===== config.mk =====
export PLATFORM = sky130hd
export DESIGN_NAME = imem_loader
export DESIGN_NICKNAME = d
export VERILOG_FILES = /design/src/rtl/imem_loader.sv
export SDC_FILE = /design/constraint.sdc
export NUM_CORES = 1
export LEC_CHECK = 0
export ABC_AREA = 1
export CORE_MARGIN = 2
export CORE_UTILIZATION = 40
export DETAILED_ROUTE_END_ITERATION = 10
export GPL_ROUTABILITY_DRIVEN = 0
export PLACE_DENSITY_LB_ADDON = 0.05
export SKIP_LAST_GASP = 1
export SYNTH_ARGS = -nofsm -noshare
export SYNTH_HDL_FRONTEND = slang
export SYNTH_SLANG_ARGS = --single-unit

===== constraint.sdc =====
create_clock -name i_clk -period 3.4 [get_ports i_clk]
set_input_delay 0.68 -clock i_clk [delete_from_list [all_inputs] [get_ports i_clk]]
set_output_delay 0.68 -clock i_clk [all_outputs]
set_load 0.05 [all_outputs]

===== src/rtl/imem_loader.sv =====
// rtl/imem_loader.sv - boot-time instruction memory image loader
//
// Receives a big-endian byte stream with a 4-byte word count, that many
// 4-byte program words and a 4-byte XOR checksum. Each word is written to
// instruction memory as it completes. The processor is held until the image
// has been loaded and its checksum matches.
//
// Ports:
//   i_clk            rising-edge clock
//   i_reset          synchronous active-high reset
//   i_start          one-cycle pulse that begins a load (IDLE/DONE/ERR only)
//   i_rx_data        incoming byte
//   i_rx_valid       i_rx_data is valid
//   o_rx_ready       loader accepts a byte this cycle
//   o_mem_addr       instruction-memory byte address
//   o_mem_wdata      word to write
//   o_mem_we         write strobe, one cycle per word
//   o_cpu_hold       stall/reset request to processor
//   o_done           image loaded and checksum OK
//   o_error          oversize count or checksum mismatch
//   o_words_loaded   words written so far
module imem_loader #(
  parameter int          ADDR_WIDTH = 10,
  parameter logic [31:0] BASE_ADDR  = 32'h0000_0000
) (
  input  logic                i_clk,
  input  logic                i_reset,
  input  logic                i_start,
  input  logic [7:0]          i_rx_data,
  input  logic                i_rx_valid,
  output logic                o_rx_ready,
  output logic [31:0]         o_mem_addr,
  output logic [31:0]         o_mem_wdata,
  output logic                o_mem_we,
  output logic                o_cpu_hold,
  output logic                o_done,
  output logic                o_error,
  output logic [ADDR_WIDTH:0] o_words_loaded
);

  typedef enum logic [2:0] {
    S_IDLE,
    S_HDR,
    S_LOAD,
    S_CSUM,
    S_DONE,
    S_ERR
  } state_t;

  localparam logic [32:0]         MAX_WORDS = 33'd1 << ADDR_WIDTH;
  localparam logic [ADDR_WIDTH:0] WL_ONE    = {{ADDR_WIDTH{1'b0}}, 1'b1};

  state_t r_state;
  state_t w_next;

  logic [23:0]         r_shift;
  logic [1:0]          r_byte_cnt;
  logic [ADDR_WIDTH:0] r_count;
  logic [ADDR_WIDTH:0] r_words_loaded;
  logic [31:0]         r_csum;
  logic [31:0]         r_mem_addr;
  logic [31:0]         r_mem_wdata;
  logic                r_mem_we;

  logic                w_rx_ready;
  logic                w_accept;
  logic                w_last_byte;
  logic [31:0]         w_word;
  logic [ADDR_WIDTH:0] w_wl_next;
  logic                w_last_word;
  logic                w_oversize;
  logic                w_start_load;

  assign w_rx_ready   = (r_state == S_HDR) || (r_state == S_LOAD) || (r_state == S_CSUM);
  assign w_accept     = i_rx_valid && w_rx_ready;
  assign w_last_byte  = (r_byte_cnt == 2'd3);
  // Word completed by the byte being accepted right now.
  assign w_word       = {r_shift, i_rx_data};
  assign w_wl_next    = r_words_loaded + WL_ONE;
  assign w_last_word  = (w_wl_next == r_count);
  assign w_oversize   = ({1'b0, w_word} > MAX_WORDS);
  // start is honoured only when no load is in progress.
  assign w_start_load = i_start &&
                        ((r_state == S_IDLE) || (r_state == S_DONE) || (r_state == S_ERR));

  always_ff @(posedge i_clk) begin
    if (i_reset) begin
      r_state <= S_IDLE;
    end else begin
      r_state <= w_next;
    end
  end

  always_comb begin
    w_next     = r_state;
    o_done     = 1'b0;
    o_error    = 1'b0;
    o_cpu_hold = 1'b1;
    case (r_state)
      S_IDLE: begin
        if (w_start_load) w_next = S_HDR;
      end
      S_HDR: begin
        if (w_accept && w_last_byte) begin
          if (w_word == 32'd0)  w_next = S_CSUM;
          else if (w_oversize)  w_next = S_ERR;
          else                  w_next = S_LOAD;
        end
      end
      S_LOAD: begin
        if (w_accept && w_last_byte && w_last_word) w_next = S_CSUM;
      end
      S_CSUM: begin
        if (w_accept && w_last_byte) begin
          w_next = (w_word == r_csum) ? S_DONE : S_ERR;
        end
      end
      S_DONE: begin
        o_done     = 1'b1;
        o_cpu_hold = 1'b0;
        if (w_start_load) w_next = S_HDR;
      end
      S_ERR: begin
        o_error = 1'b1;
        if (w_start_load) w_next = S_HDR;
      end
      default: w_next = S_IDLE;
    endcase
  end

  always_ff @(posedge i_clk) begin
    if (i_reset) begin
      r_shift        <= '0;
      r_byte_cnt     <= '0;
      r_count        <= '0;
      r_words_loaded <= '0;
      r_csum         <= '0;
      r_mem_addr     <= BASE_ADDR;
      r_mem_wdata    <= '0;
      r_mem_we       <= 1'b0;
    end else begin
      r_mem_we <= 1'b0;
      if (w_start_load) begin
        r_shift        <= '0;
        r_byte_cnt     <= '0;
        r_words_loaded <= '0;
        r_csum         <= '0;
      end else if (w_accept) begin
        r_shift    <= {r_shift[15:0], i_rx_data};
        r_byte_cnt <= r_byte_cnt + 2'd1;
        if (w_last_byte) begin
          if (r_state == S_HDR) begin
            r_count <= w_word[ADDR_WIDTH:0];
          end else if ((r_state == S_LOAD) && (r_words_loaded != r_count)) begin
            // Write strobe, address, data and the count all become visible
            // together in the cycle after the word's final byte.
            r_mem_we       <= 1'b1;
            r_mem_wdata    <= w_word;
            r_mem_addr     <= BASE_ADDR + (32'(r_words_loaded) << 2);
            r_words_loaded <= w_wl_next;
            r_csum         <= r_csum ^ w_word;
          end
        end
      end
    end
  end

  assign o_rx_ready     = w_rx_ready;
  assign o_mem_addr     = r_mem_addr;
  assign o_mem_wdata    = r_mem_wdata;
  assign o_mem_we       = r_mem_we;
  assign o_words_loaded = r_words_loaded;

endmodule


==> load_flow_metrics.sql <==
INSERT INTO impl_metrics (metric_group, metric, value, unit) VALUES
('sta', 'fin_crit_sh', '81.48', '%'),
('sta', 'worstMarginPinSlew', '0.6915', 'ns'),
('floorplanning', 'rows', '43', ''),
('floorplanning', 'die_h', '123.1', 'um'),
('sta', 'fin_worst_skew', '0.01250', 'ns'),
('clock_network', 'ctsResizeCount', '0', ''),
('synthesis', 'syn-mean-instance-area', '7.509', 'um^2'),
('layout', 'layout_commonest_cell', 'dfxtp_1', ''),
('sta', 'final_hold_fails', '0', ''),
('sta', 'slew_violations', '0', ''),
('clock_network', 'max_buffers_root_to_sink', '2', ''),
('global_route', 'grt_util_all_layers', '20.10', '%'),
('layout', 'final_net_count', '829', ''),
('setup_path', 'critical_path_required', '2.72', 'ns'),
('setup_path', 'cp_data_arrival_time', '2.09', 'ns'),
('sta', 'fin_setup_tns', '0', 'ns'),
('synthesis', 'register_bit_total_from_synthesis', '127', ''),
('power', 'vdd.ir_drop.worst', '341.6', 'uV'),
('floorplanning', 'initial_utilization', '40.90', '%'),
('routing', 'starting_drt_drc_count', '384', ''),
('global_route', 'grt_max_degree', '54', ''),
('routing', 'detail-route-antenna-nets', '0', ''),
('layout', 'layout.filler_cells', '1345', ''),
('sta', 'grt_setup_unrepaired', 'false', ''),
('status', 'run_status', 'completed', ''),
('layout', 'final_cells', '1005', ''),
('synthesis', 'synth-async-reset-ratio', '0', '%'),
('clock_network', 'htree_num_levels', '4', ''),
('place', 'dpl.cell_count', '976', ''),
('setup_path', 'worst_setup_path_end_kind', 'primary output', ''),
('clock_network', 'worst_skew_pair.late_latency', '0.42', 'ns'),
('synthesis', 'synth_ff_type', 'dfxtp_1', ''),
('synthesis', 'synth.lib_cells_used.distinct', '30', ''),
('global_route', 'global_route.overflow_total', '0', ''),
('synthesis', 'post-synth-top-area-cell', 'dfxtp_1', ''),
('routing', 'detail_route.vias_per_cell', '4.966', ''),
('global_route', 'grt_pass1_wl', '23320', 'um'),
('global_route', 'vias_in_the_first_global_route', '4597', ''),
('layout', 'layout_cell_share_with_drive_strength_beyond_1', '5.697', '%'),
('synthesis', 'ys.warnings.count', '0', ''),
('place', 'hpwl', '9948', 'um'),
('routing', 'route.final.wire_length', '14320', 'um'),
('setup_path', 'path_class', 'reg2out', ''),
('place', 'numPortBuffers', '70', ''),
('flow_run', 'cap_viol_max_count', '0', ''),
('synthesis', 'synth_area_leaders', 'dfxtp_1 (45%), a21oi_1 (9.6%), nand2_1 (7.5%)', ''),
('layout', 'mostFrequentLayoutCells', 'dfxtp_1 (127), nand2_1 (114), a21oi_1 (109)', ''),
('floorplanning', 'core-area', '13880', 'um^2'),
('routing', 'dr.pass1.iters', '5', ''),
('routing', 'total_via_count_in_the_routed_design', '4991', ''),
('clock_network', 'post_cts_hold_buffer_count', '0', ''),
('layout', 'layout_overhead_on_the_synthesized_area', '23.23', '%'),
('routing', 'drc_errors', '0', ''),
('floorplanning', 'fp.dieW', '123.1', 'um'),
('clock_network', 'cts_root_buffer', 'clkbuf_16', ''),
('clock_network', 'clk_transition_reported_paths', '0.05', 'ns'),
('clock_network', 'cts-buffers-inserted', '17', ''),
('power', 'p_leak', '2.770', 'nW'),
('hold_path', 'hold_class', 'reg2reg', ''),
('setup_path', 'start_kind', 'register', ''),
('setup_path', 'reg2reg_slack', '1.11', 'ns'),
('synthesis', 'synth.yosys.seq_area_share', '44.79', '%'),
('floorplanning', 'ioPinCount', '92', ''),
('synthesis', 'synth.cell_area', '5677', 'um^2'),
('synthesis', 'post_synth_inst_count', '756', ''),
('clock_network', 'tritoncts', 'built', ''),
('sta', 'worst_slew_margin_rel', '53.79', '%'),
('global_route', 'grt_antenna_before_repair', '0', ''),
('clock_network', 'post_cts.repair.setup_buffers', '0', ''),
('routing', 'drt-wirelength-per-cell', '14.24', 'um'),
('sta', 'fmaxAchievable', '360.9', 'MHz'),
('synthesis', 'yosys_top_cell_area_share', '44.79', '%'),
('clock_network', 'numClockSinks', '127', ''),
('power', 'power-per-cell-area', '608.7', 'nW/um^2'),
('sta', 'setup_viol_count_final', '0', ''),
('setup_path', 'critical_path_peak_fanout', '7', ''),
('sta', 'post-route-min-period', '2.770', 'ns'),
('synthesis', 'synth_edf_count', '0', ''),
('layout', 'insertedDiodeCount', '0', ''),
('floorplanning', 'die_area', '15160', 'um^2');
==> state kept, by name (all words and copies together), names as in the netlist <==
| name | flops |
|---|---|
| o_mem_wdata | 32 |
| r_csum | 32 |
| r_shift | 24 |
| o_mem_addr | 11 |
| o_words_loaded | 11 |
| r_count | 11 |
| r_state | 3 |
| r_byte_cnt | 2 |
| o_mem_we | 1 |
==> logic make-up (layout without fill, tap and decap cells) <==
family | Yosys count | after routing | share of synthesized area, %
xor+xnor | 39 | 39 | 6.017
simple gates | 246 | 246 | 18.16
buf+inv | 118 | 167 | 10.38
other cells | 1 | 21 | 0.06606
compound gates | 223 | 223 | 20.15
flops | 127 | 127 | 44.79
fa+ha+maj | 2 | 2 | 0.4407
==> critical path, stage by stage (launching register included) <==
cell and delay [ns]:
dfxtp_1 0.41, inv_2 0.10, a21oi_4 0.29, clkdlybuf4s50_1 0.86
==> final timing paths <==
kind	from	end	cells after the start
worst max-delay path	r_state[1]	o_rx_ready	3
worst min-delay path	r_count[7]	r_count[7]	2
worst max register to register	r_state[1]	o_words_loaded[4]	9
worst min register to register	r_count[7]	r_count[7]	2
==> power breakdown <==
group          switching, W  internal (W)  total (W)
Combinational      0.000564      0.000251   0.000815
Sequential        0.0000636       0.00155    0.00162
Clock              0.000617       0.00121    0.00183
==> layout make-up <==
type	count	area [um^2]	area share, %
Clock buffer	22	484.2	6.922
Clock inverter	7	110.1	1.574
Inverter	60	227.7	3.255
Multi-Input combinational cell	531	2620	37.45
Sequential cell	127	2542	36.34
Tap cell	180	225.2	3.219
Timing Repair Buffer	78	785.8	11.23
==> synthesized netlist by cell type (2+ instances only) <==
master    count
nand3_1      28
nor3b_1       2
o21bai_1      2
clkbuf_1     20
buf_6         7
nand3b_1      3
xnor2_1      32
xor2_1        7
buf_2         9
nor2_1       80
dfxtp_1     127
buf_4        22
ha_1          2
inv_2         5
nand4_1       2
o21ai_1      46
a21oi_1     109
o21ai_0      63
nand2_1     114
nor3_1       12
inv_1        55
==> layer usage <==
layer	GRT usage [%]	share of wire, %	up-vias
met4	6.747	0.94	0
li1	-	-	2562
met3	5.489	4.3	12
met2	30.29	46	116
met5	0	0	-
met1	27.75	49	2301
==> metrics by stage <==
step                      setup slack, ns  hold slack [ns]  power (W)  utilization [%]  instance area [um^2]
after CTS                          0.6093           0.4743   0.004297            50.40                  6995
after global routing               0.5285           0.5002   0.004480            50.40                  6995
after global placement             0.6308           0.4611   0.002464            46.12                  6401
final                              0.6295           0.4776   0.004258            50.40                  6995
after floorplan                     1.079           0.4438   0.002253                -                  5752
after detailed placement           0.5497           0.4664   0.002466            46.12                  6401
Note: power is estimated with default switching activity, not from simulation.
